### config.mk
export PLATFORM = sky130hd
export DESIGN_NAME = bullet_scheduler
export DESIGN_NICKNAME = d
export VERILOG_FILES = /design/src/rtl/bullet_pkg.sv /design/src/rtl/bullet_slot.sv /design/src/rtl/bullet_scheduler.sv
export SDC_FILE = /design/constraint.sdc
export NUM_CORES = 1
export LEC_CHECK = 0
export BUFFER_PORTS_ARGS = -buffer_cell sky130_fd_sc_hd__buf_2
export CAP_MARGIN = 20
export CELL_PAD_IN_SITES_DETAIL_PLACEMENT = 1
export CELL_PAD_IN_SITES_GLOBAL_PLACEMENT = 1
export CORE_ASPECT_RATIO = 0.6
export CORE_MARGIN = 5
export CORE_UTILIZATION = 48
export CTS_BUF_LIST = sky130_fd_sc_hd__clkbuf_4
export DETAILED_ROUTE_END_ITERATION = 8
export PLACE_DENSITY_LB_ADDON = 0.15
export SYNTH_ARGS = -nofsm -noshare
export SYNTH_HDL_FRONTEND = slang
export SYNTH_HIERARCHICAL = 1
export SYNTH_SLANG_ARGS = --single-unit
### constraint.sdc
create_clock -name clk_i -period 9.6 [get_ports clk_i]
set_input_delay 0.96 -clock clk_i [delete_from_list [all_inputs] [get_ports clk_i]]
set_output_delay 0.96 -clock clk_i [all_outputs]
set_load 0.01 [all_outputs]
### src/rtl/bullet_pkg.sv
// Shared types and default constants for the tank-game bullet pool.
package bullet_pkg;

    localparam int COORD_W            = 10;
    localparam int NUM_SLOTS_DEF      = 4;
    localparam int MAX_PER_PLAYER_DEF = 2;
    localparam int COOLDOWN_TICKS_DEF = 16;
    localparam int BULLET_SPEED_DEF   = 2;
    localparam int SCREEN_W_DEF       = 640;
    localparam int SCREEN_H_DEF       = 480;
    localparam int TANK_CENTER_DEF    = 15;

    typedef enum logic [1:0] {
        DIR_UP    = 2'b00,
        DIR_DOWN  = 2'b01,
        DIR_LEFT  = 2'b10,
        DIR_RIGHT = 2'b11
    } dir_t;

    typedef struct packed {
        logic               active;
        logic               owner;
        dir_t               dir;
        logic [COORD_W-1:0] x;
        logic [COORD_W-1:0] y;
    } slot_t;

endpackage

### src/rtl/bullet_slot.sv
// One bullet slot: holds position and heading, moves on tick,
// and frees itself on a hit or on leaving the screen.
module bullet_slot
    import bullet_pkg::*;
#(
    parameter int BULLET_SPEED = BULLET_SPEED_DEF,
    parameter int SCREEN_W     = SCREEN_W_DEF,
    parameter int SCREEN_H     = SCREEN_H_DEF
) (
    input  logic               clk_i,
    input  logic               reset_i,
    input  logic               tick_i,
    input  logic               hit_i,
    input  logic               alloc_i,
    input  logic               alloc_owner_i,
    input  logic [1:0]         alloc_dir_i,
    input  logic [COORD_W-1:0] alloc_x_i,
    input  logic [COORD_W-1:0] alloc_y_i,
    output logic               active_o,
    output logic               owner_o,
    output logic [COORD_W-1:0] x_o,
    output logic [COORD_W-1:0] y_o,
    output logic               free_o
);

    localparam logic [COORD_W:0] SPD = (COORD_W+1)'(BULLET_SPEED);
    localparam logic [COORD_W:0] SW  = (COORD_W+1)'(SCREEN_W);
    localparam logic [COORD_W:0] SH  = (COORD_W+1)'(SCREEN_H);

    slot_t            slot_q;
    slot_t            slot_d;
    logic             exit_w;
    logic [COORD_W:0] x_ext;
    logic [COORD_W:0] y_ext;

    assign x_ext = {1'b0, slot_q.x};
    assign y_ext = {1'b0, slot_q.y};

    always_comb begin
        exit_w = 1'b0;
        unique case (slot_q.dir)
            DIR_UP:    exit_w = y_ext < SPD;
            DIR_DOWN:  exit_w = (y_ext + SPD) >= SH;
            DIR_LEFT:  exit_w = x_ext < SPD;
            DIR_RIGHT: exit_w = (x_ext + SPD) >= SW;
        endcase
    end

    // Allocation only targets inactive slots, so it never races a hit or a move.
    always_comb begin
        slot_d = slot_q;
        free_o = 1'b0;
        if (alloc_i) begin
            slot_d.active = 1'b1;
            slot_d.owner  = alloc_owner_i;
            slot_d.dir    = dir_t'(alloc_dir_i);
            slot_d.x      = alloc_x_i;
            slot_d.y      = alloc_y_i;
        end else if (slot_q.active && hit_i) begin
            slot_d.active = 1'b0;
            free_o        = 1'b1;
        end else if (slot_q.active && tick_i) begin
            if (exit_w) begin
                slot_d.active = 1'b0;
                free_o        = 1'b1;
            end else begin
                unique case (slot_q.dir)
                    DIR_UP:    slot_d.y = slot_q.y - SPD[COORD_W-1:0];
                    DIR_DOWN:  slot_d.y = slot_q.y + SPD[COORD_W-1:0];
                    DIR_LEFT:  slot_d.x = slot_q.x - SPD[COORD_W-1:0];
                    DIR_RIGHT: slot_d.x = slot_q.x + SPD[COORD_W-1:0];
                endcase
            end
        end
    end

    always_ff @(posedge clk_i) begin
        if (reset_i) begin
            slot_q <= '0;
        end else begin
            slot_q <= slot_d;
        end
    end

    assign active_o = slot_q.active;
    assign owner_o  = slot_q.owner;
    assign x_o      = slot_q.x;
    assign y_o      = slot_q.y;

endmodule

### src/rtl/bullet_scheduler.sv
// Shared bullet pool for two players: edge capture, cooldown, per-player
// quota, round-robin grant into the lowest free slot.
module bullet_scheduler
    import bullet_pkg::*;
#(
    parameter int NUM_SLOTS      = NUM_SLOTS_DEF,
    parameter int MAX_PER_PLAYER = MAX_PER_PLAYER_DEF,
    parameter int COOLDOWN_TICKS = COOLDOWN_TICKS_DEF,
    parameter int BULLET_SPEED   = BULLET_SPEED_DEF,
    parameter int SCREEN_W       = SCREEN_W_DEF,
    parameter int SCREEN_H       = SCREEN_H_DEF,
    parameter int TANK_CENTER    = TANK_CENTER_DEF
) (
    input  logic                         clk_i,
    input  logic                         reset_i,
    input  logic                         tick_i,
    input  logic                         player_1_shoot_i,
    input  logic                         player_2_shoot_i,
    input  logic [1:0]                   player_1_dir_i,
    input  logic [1:0]                   player_2_dir_i,
    input  logic [9:0]                   player_1_x_i,
    input  logic [9:0]                   player_1_y_i,
    input  logic [9:0]                   player_2_x_i,
    input  logic [9:0]                   player_2_y_i,
    input  logic                         hit_valid_i,
    input  logic [$clog2(NUM_SLOTS)-1:0] hit_slot_i,
    output logic [NUM_SLOTS-1:0]         slot_active_o,
    output logic [NUM_SLOTS-1:0]         slot_owner_o,
    output logic [10*NUM_SLOTS-1:0]      slot_x_o,
    output logic [10*NUM_SLOTS-1:0]      slot_y_o,
    output logic [1:0]                   fire_grant_o,
    output logic                         pool_full_o
);

    localparam int IW = $clog2(NUM_SLOTS);
    localparam int CW = $clog2(MAX_PER_PLAYER + 1);
    localparam int DW = $clog2(COOLDOWN_TICKS + 1);

    logic [1:0]          shoot;
    logic [1:0]          rise;
    logic [1:0]          qual;
    logic [1:0]          elig;
    logic [1:0]          gnt;
    logic [1:0]          prev_q;
    logic [1:0]          pend_q;
    logic [1:0]          pend_d;
    logic [1:0]          grant_q;
    logic                rr_q;
    logic                rr_d;
    logic                full_q;
    logic [1:0][DW-1:0]  cd_q;
    logic [1:0][DW-1:0]  cd_d;
    logic [1:0][CW-1:0]  cnt_q;
    logic [1:0][CW-1:0]  cnt_d;
    logic [IW-1:0]       free_idx;
    logic                free_any;
    logic [NUM_SLOTS-1:0] alloc;
    logic [NUM_SLOTS-1:0] hit_vec;
    logic [NUM_SLOTS-1:0] free_vec;
    logic [NUM_SLOTS-1:0] act;
    logic [NUM_SLOTS-1:0] own;
    logic [1:0]          sp_dir;
    logic [9:0]          sp_x;
    logic [9:0]          sp_y;

    always_comb begin
        free_idx = '0;
        free_any = 1'b0;
        for (int i = NUM_SLOTS - 1; i >= 0; i--) begin
            if (!act[i]) begin
                free_idx = IW'(i);
                free_any = 1'b1;
            end
        end
    end

    // rr_q == 0 favours player 1; it points at the loser after each grant.
    always_comb begin
        shoot = {player_2_shoot_i, player_1_shoot_i};
        rise  = shoot & ~prev_q;
        for (int p = 0; p < 2; p++) begin
            qual[p] = rise[p] && (cd_q[p] == '0)
                   && (cnt_q[p] < CW'(MAX_PER_PLAYER));
        end
        elig = pend_q | qual;
        gnt  = 2'b00;
        if (free_any) begin
            if (elig == 2'b11) begin
                gnt = rr_q ? 2'b10 : 2'b01;
            end else begin
                gnt = elig;
            end
        end
        pend_d = elig & ~gnt;
        rr_d   = (|gnt) ? gnt[0] : rr_q;
    end

    always_comb begin
        sp_dir = gnt[1] ? player_2_dir_i : player_1_dir_i;
        sp_x   = (gnt[1] ? player_2_x_i : player_1_x_i) + 10'(TANK_CENTER);
        sp_y   = (gnt[1] ? player_2_y_i : player_1_y_i) + 10'(TANK_CENTER);
        for (int i = 0; i < NUM_SLOTS; i++) begin
            alloc[i]   = (|gnt) && (free_idx == IW'(i));
            hit_vec[i] = hit_valid_i && (hit_slot_i == IW'(i));
        end
    end

    always_comb begin
        for (int p = 0; p < 2; p++) begin
            cnt_d[p] = cnt_q[p] + CW'(gnt[p]);
            for (int i = 0; i < NUM_SLOTS; i++) begin
                if (free_vec[i] && (own[i] == p[0])) begin
                    cnt_d[p] = cnt_d[p] - CW'(1);
                end
            end
            if (gnt[p]) begin
                cd_d[p] = DW'(COOLDOWN_TICKS);
            end else if (tick_i && (cd_q[p] != '0)) begin
                cd_d[p] = cd_q[p] - DW'(1);
            end else begin
                cd_d[p] = cd_q[p];
            end
        end
    end

    for (genvar i = 0; i < NUM_SLOTS; i++) begin : g_slot
        bullet_slot #(
            .BULLET_SPEED (BULLET_SPEED),
            .SCREEN_W     (SCREEN_W),
            .SCREEN_H     (SCREEN_H)
        ) u_slot (
            .clk_i         (clk_i),
            .reset_i       (reset_i),
            .tick_i        (tick_i),
            .hit_i         (hit_vec[i]),
            .alloc_i       (alloc[i]),
            .alloc_owner_i (gnt[1]),
            .alloc_dir_i   (sp_dir),
            .alloc_x_i     (sp_x),
            .alloc_y_i     (sp_y),
            .active_o      (act[i]),
            .owner_o       (own[i]),
            .x_o           (slot_x_o[i*10 +: 10]),
            .y_o           (slot_y_o[i*10 +: 10]),
            .free_o        (free_vec[i])
        );
    end

    // Full flag tracks the next active vector so it lines up with slot_active_o.
    always_ff @(posedge clk_i) begin
        if (reset_i) begin
            prev_q  <= 2'b11;
            pend_q  <= '0;
            rr_q    <= 1'b0;
            grant_q <= '0;
            full_q  <= 1'b0;
            cd_q    <= '0;
            cnt_q   <= '0;
        end else begin
            prev_q  <= shoot;
            pend_q  <= pend_d;
            rr_q    <= rr_d;
            grant_q <= gnt;
            full_q  <= &((act | alloc) & ~free_vec);
            cd_q    <= cd_d;
            cnt_q   <= cnt_d;
        end
    end

    assign slot_active_o = act;
    assign slot_owner_o  = own;
    assign fire_grant_o  = grant_q;
    assign pool_full_o   = full_q;

endmodule
==> results.md <==
Status:
- The flow ran to the end, and the final reports show no timing, DRC or antenna violations.

Timing:
- The number of pins exceeding their max-slew limit in the final report came to 0.
- The worst path needs about 4500 ps of the cycle, external delays included.
- The total negative setup slack is 0 ps.
- In the finished design, the share of the clock period the worst path needs comes to between 40 and 50%.
- The total of endpoints with negative setup slack in the final report is 0.
- The worst relative slew slack is 23.0%.
- Across the routed clock network, the largest skew measured is approximately 29 ps.
- The worst-margin pin slew is between 1000 and 1500 ps.
- The number of hold violations in the final report is 0.
- Based on the critical path, the design can be clocked at up to 225 MHz.
- Setup repair after global routing left no endpoint under its margin.
- The smallest setup slack after layout is 5150 ps.

Clock tree:
- In this run the deepest clock path goes through 2 buffers.
- CTS saw roughly 120 sinks.
- The clock buffer count from CTS is 17.
- Clock tree synthesis selected as its root buffer the cell clkbuf_4.
- Hold repair after CTS inserted 0 buffers.
- After clock tree synthesis, the setup repair step added 0 buffers.
- Once the clock tree was built, the resizer swapped 0 gates to a different size.
- For the worst-skew pair, the clock arrives at the later sink with an insertion delay of 570 ps.
- The CTS tree is done.
- The clock tree synthesis step divided the H-tree into 4 levels.
- The clock transition at the registers of the reported paths is between 100 and 150 ps.

Detailed routing:
- After detailed routing, the number of vias per cell comes to between 6 and 7.
- In the final routed layout, each cell accounts on average for around 23 µm.
- The iteration count of the initial detailed-routing pass is 6.
- For this run, design rule violations remaining after detail routing come to 0.
- The first routing iteration left roughly 1200 violations.
- The detailed router placed around 12000 vias in this run.
- The total routed wirelength is about 40000 µm.
- The number of nets with antenna violations after routing is 0.

Critical path:
- The startpoint-to-endpoint class of the critical path is flip-flop to flip-flop.
- Data on the critical path is required at its endpoint by 10080 ps.
- Along the worst path, the maximum fanout reaches 38.
- STA classifies the critical path startpoint as a flip-flop.
- Data arrives at the worst endpoint at 4930 ps.
- The worst setup path is captured at a flip-flop.

Pwr:
- The net switching share of the total power is a little under half.
- For this design the total switching power over the nets is roughly 0.86 mW.
- The reported leakage power is roughly 4.3 nW.
- The internal cell power is just over 1 mW.
- The total power per unit cell area is around 170 nW/µm².
- The combinational fraction of design power is 44.6%.
- The relative contribution of the clock network to total power is between 10% and 20%.
- The sequential share of power is a little over a third.
- IR analysis of the VDD net gives a maximum drop of roughly 0.12 mV.

Floorplan:
- 143 I/O pins were placed.
- In this run the horizontal extent of the chip is around 200 µm.
- The floorplan has 42 rows.
- The area of the placeable core is around 22000 µm².
- The y dimension of the die is 127 µm.
- The effective utilization at floorplan is 49.0%.
- The area of the die is 25800 µm².

Yosys:
- The area share of fa/ha/maj cells after synthesis is 3.13%.
- The async set-reset flop share out of synthesis is 0%.
- Synthesis produced a netlist whose cell count is roughly 1400.
- The post-synthesis sequential area ratio is a little over a fifth.
- The post-synthesis net count is 1504.
- The largest family of logic cells by synthesized area is simple AND/OR/NAND/NOR gates.
- In this run the cell area of the synthesized design comes to 10900 µm².
- The largest area contributor in the synthesized netlist is dfxtp_1.
- Summed over its instances, the top area cell type makes up 21.8% of the synthesized netlist area.
- The total of warnings raised by yosys is 6.
- For this run, the leading register cell type out of synthesis is dfxtp_1.
- The synthesized netlist devotes 26.2% of its cell area to compound gates.
- The xor/xnor cell area share of the yosys netlist is 4.46%.
- By area the synthesized netlist is led by dfxtp_1 22%, buf_4 5.7%, nor2_1 4.1%, a311oi_1 3.9%, nand2_1 3.6%.
- Multiplexer cells account for 4.68% of the synthesized area.
- The average cell area after synthesis is 7.61 µm².
- Of the total synthesized cell area, the portion taken by AND, OR, NAND and NOR gates is about 28%.
- The total of flip-flops plus latches after synthesis is 118.
- Counting flops with a built-in enable in the synthesized netlist gives 0.
- The synthesized netlist contains between 60 and 70 unique library cells.

GRT:
- The initial antenna violation count is 0.
- Global routing used 30.2% of the available tracks.
- The number of global-route vias before repair is 11100.
- The first-pass GRT wire length is around 63000 µm.
- Global routing finished with a remaining overflow of 0.
- The maximum number of pins on one net before global-route repair is 64.

Finish:
- The total number of nets in the final design is ~1500.
- The fraction of final layout cells with drive strength greater than 1 is between 10% and 20%.
- The footprint of the multi-input gates is 7220 µm².
- The number of antenna diodes in the final layout is 0.
- The number of fill cells in the layout is between 2000 and 3000.
- Leaving out fill and tap cells, the most frequent cells in the layout are 141 x buf_2, 119 x nor2_1, 118 x dfxtp_1, 104 x nand2_1, 62 x a21oi_1.
- The sequential cell area in the final layout is between 2000 and 2500 µm².
- The finished cells cover between 10000 and 15000 µm².
- The area growth from synthesis to layout is 3.86%.
- The most common cell after layout, fill and taps aside is buf_2.

Place:
- The cell area after placement is 11000 µm².
- The HPWL after detailed placement is approximately 29000 µm.
- Prior to clock tree synthesis, the placed netlist has a worst setup slack of around 5200 ps.
- In this run the tool buffered the top-level ports with approximately 140 buffer cells.
- The placer congestion estimate is 0.925.

Flow run:
- The count of maximum capacitance violations is 0.

Hold path:
- The worst hold path belongs to the class flip-flop to flip-flop.
[layout make-up]
| type | instances | share of cell area (%) |
|---|---|---|
| Inverter | 63 | 2.10 |
| Tap cell | 308 | 3.42 |
| Multi-Input combinational cell | 1069 | 64.0 |
| Clock buffer | 18 | 1.20 |
| Clock inverter | 14 | 1.20 |
| Sequential cell | 118 | 20.9 |
| Timing Repair Buffer | 154 | 7.12 |
[Yosys cell counts, drive strengths merged, types with 12 or more instances]
library cell  number
a211oi            13
a21boi            12
a21oi             63
a311o             16
a311oi            48
a31oi             16
and2              12
and3              22
buf              104
clkbuf            74
dfxtp            118
ha                24
inv               55
mux2i             38
nand2            104
nand2b            20
nand3             37
nand4             40
nor2             119
nor2b             14
nor3              43
nor4              28
o2111ai           16
o211ai            25
o21a              13
o21ai             39
o221ai            12
o31ai             39
or3               24
or4               40
xnor2             36
xor2              14
[power groups by stage]
stage	clock network [mW]	logic (mW)	registers, mW
2_1_floorplan	0	0.645	0.602
3_3_place_gp	0	0.786	0.665
3_5_place_dp	0	0.810	0.670
4_1_cts	0.378	0.817	0.660
5_1_grt	0.403	0.902	0.676
6_report	0.373	0.833	0.664
[registers in the layout (all words and copies together), names as in the netlist]
register / cells
pend_q: 2
fire_grant_o: 2
rr_q: 1
g_slot.u_slot/x_o: 40
g_slot.u_slot/owner_o: 4
g_slot.u_slot/y_o: 40
prev_q: 2
cnt_q: 4
pool_full_o: 1
cd_q: 10
g_slot.u_slot/slot_q: 8
g_slot.u_slot/active_o: 4
[critical path: stages, from the launching register on]
cell      delay [ps]
dfxtp_1          350
inv_1            110
ha_1             210
nor4b_4          270
a31oi_2          250
o211ai_2         190
buf_4            390
mux2i_1          640
ha_1             320
nand2_1          120
nand3_1          110
xor2_1            80
o21ai_0          850
nor2_1           120
a311oi_1         330
[per-stage QoR]
step	power (mW)	hold slack (ps)	instances	utilization [%]
finish	1.87	533	1744	50.9
global route	1.98	542	1744	50.9
CTS	1.85	536	1744	50.9
detailed placement	1.48	507	1712	49.6
global placement	1.45	480	1711	49.6
floorplan	1.25	462	1428	-
[worst paths after layout]
path                      startpoint                       to  slack (ps)  depth (start not counted)
max                          cd_q[0]  g_slot[3].u_slot/x_o[6]        5150                         14
max reg2reg                  cd_q[0]  g_slot[3].u_slot/x_o[6]        5150                         14
min reg2reg  g_slot[1].u_slot/x_o[0]  g_slot[1].u_slot/x_o[0]         530                          2
min          g_slot[1].u_slot/x_o[0]  g_slot[1].u_slot/x_o[0]         530                          2
[cell families after synthesis]
kind of cell / Yosys count
fa+ha+maj: 28
compound gates: 384
mux: 48
xor+xnor: 52
flops: 118
buf+inv: 241
simple gates: 557
[layer usage]
layer / track usage [%] / up-vias / wire length, µm
met2: 44.5 / 457 / 17000
li1: - / 5352 / -
met3: 5.10 / 82 / 3010
met1: 44.6 / 5704 / 18900
met5: 0 / - / 0
met4: 10.2 / 0 / 1240
(Power assumes the default switching activity.)
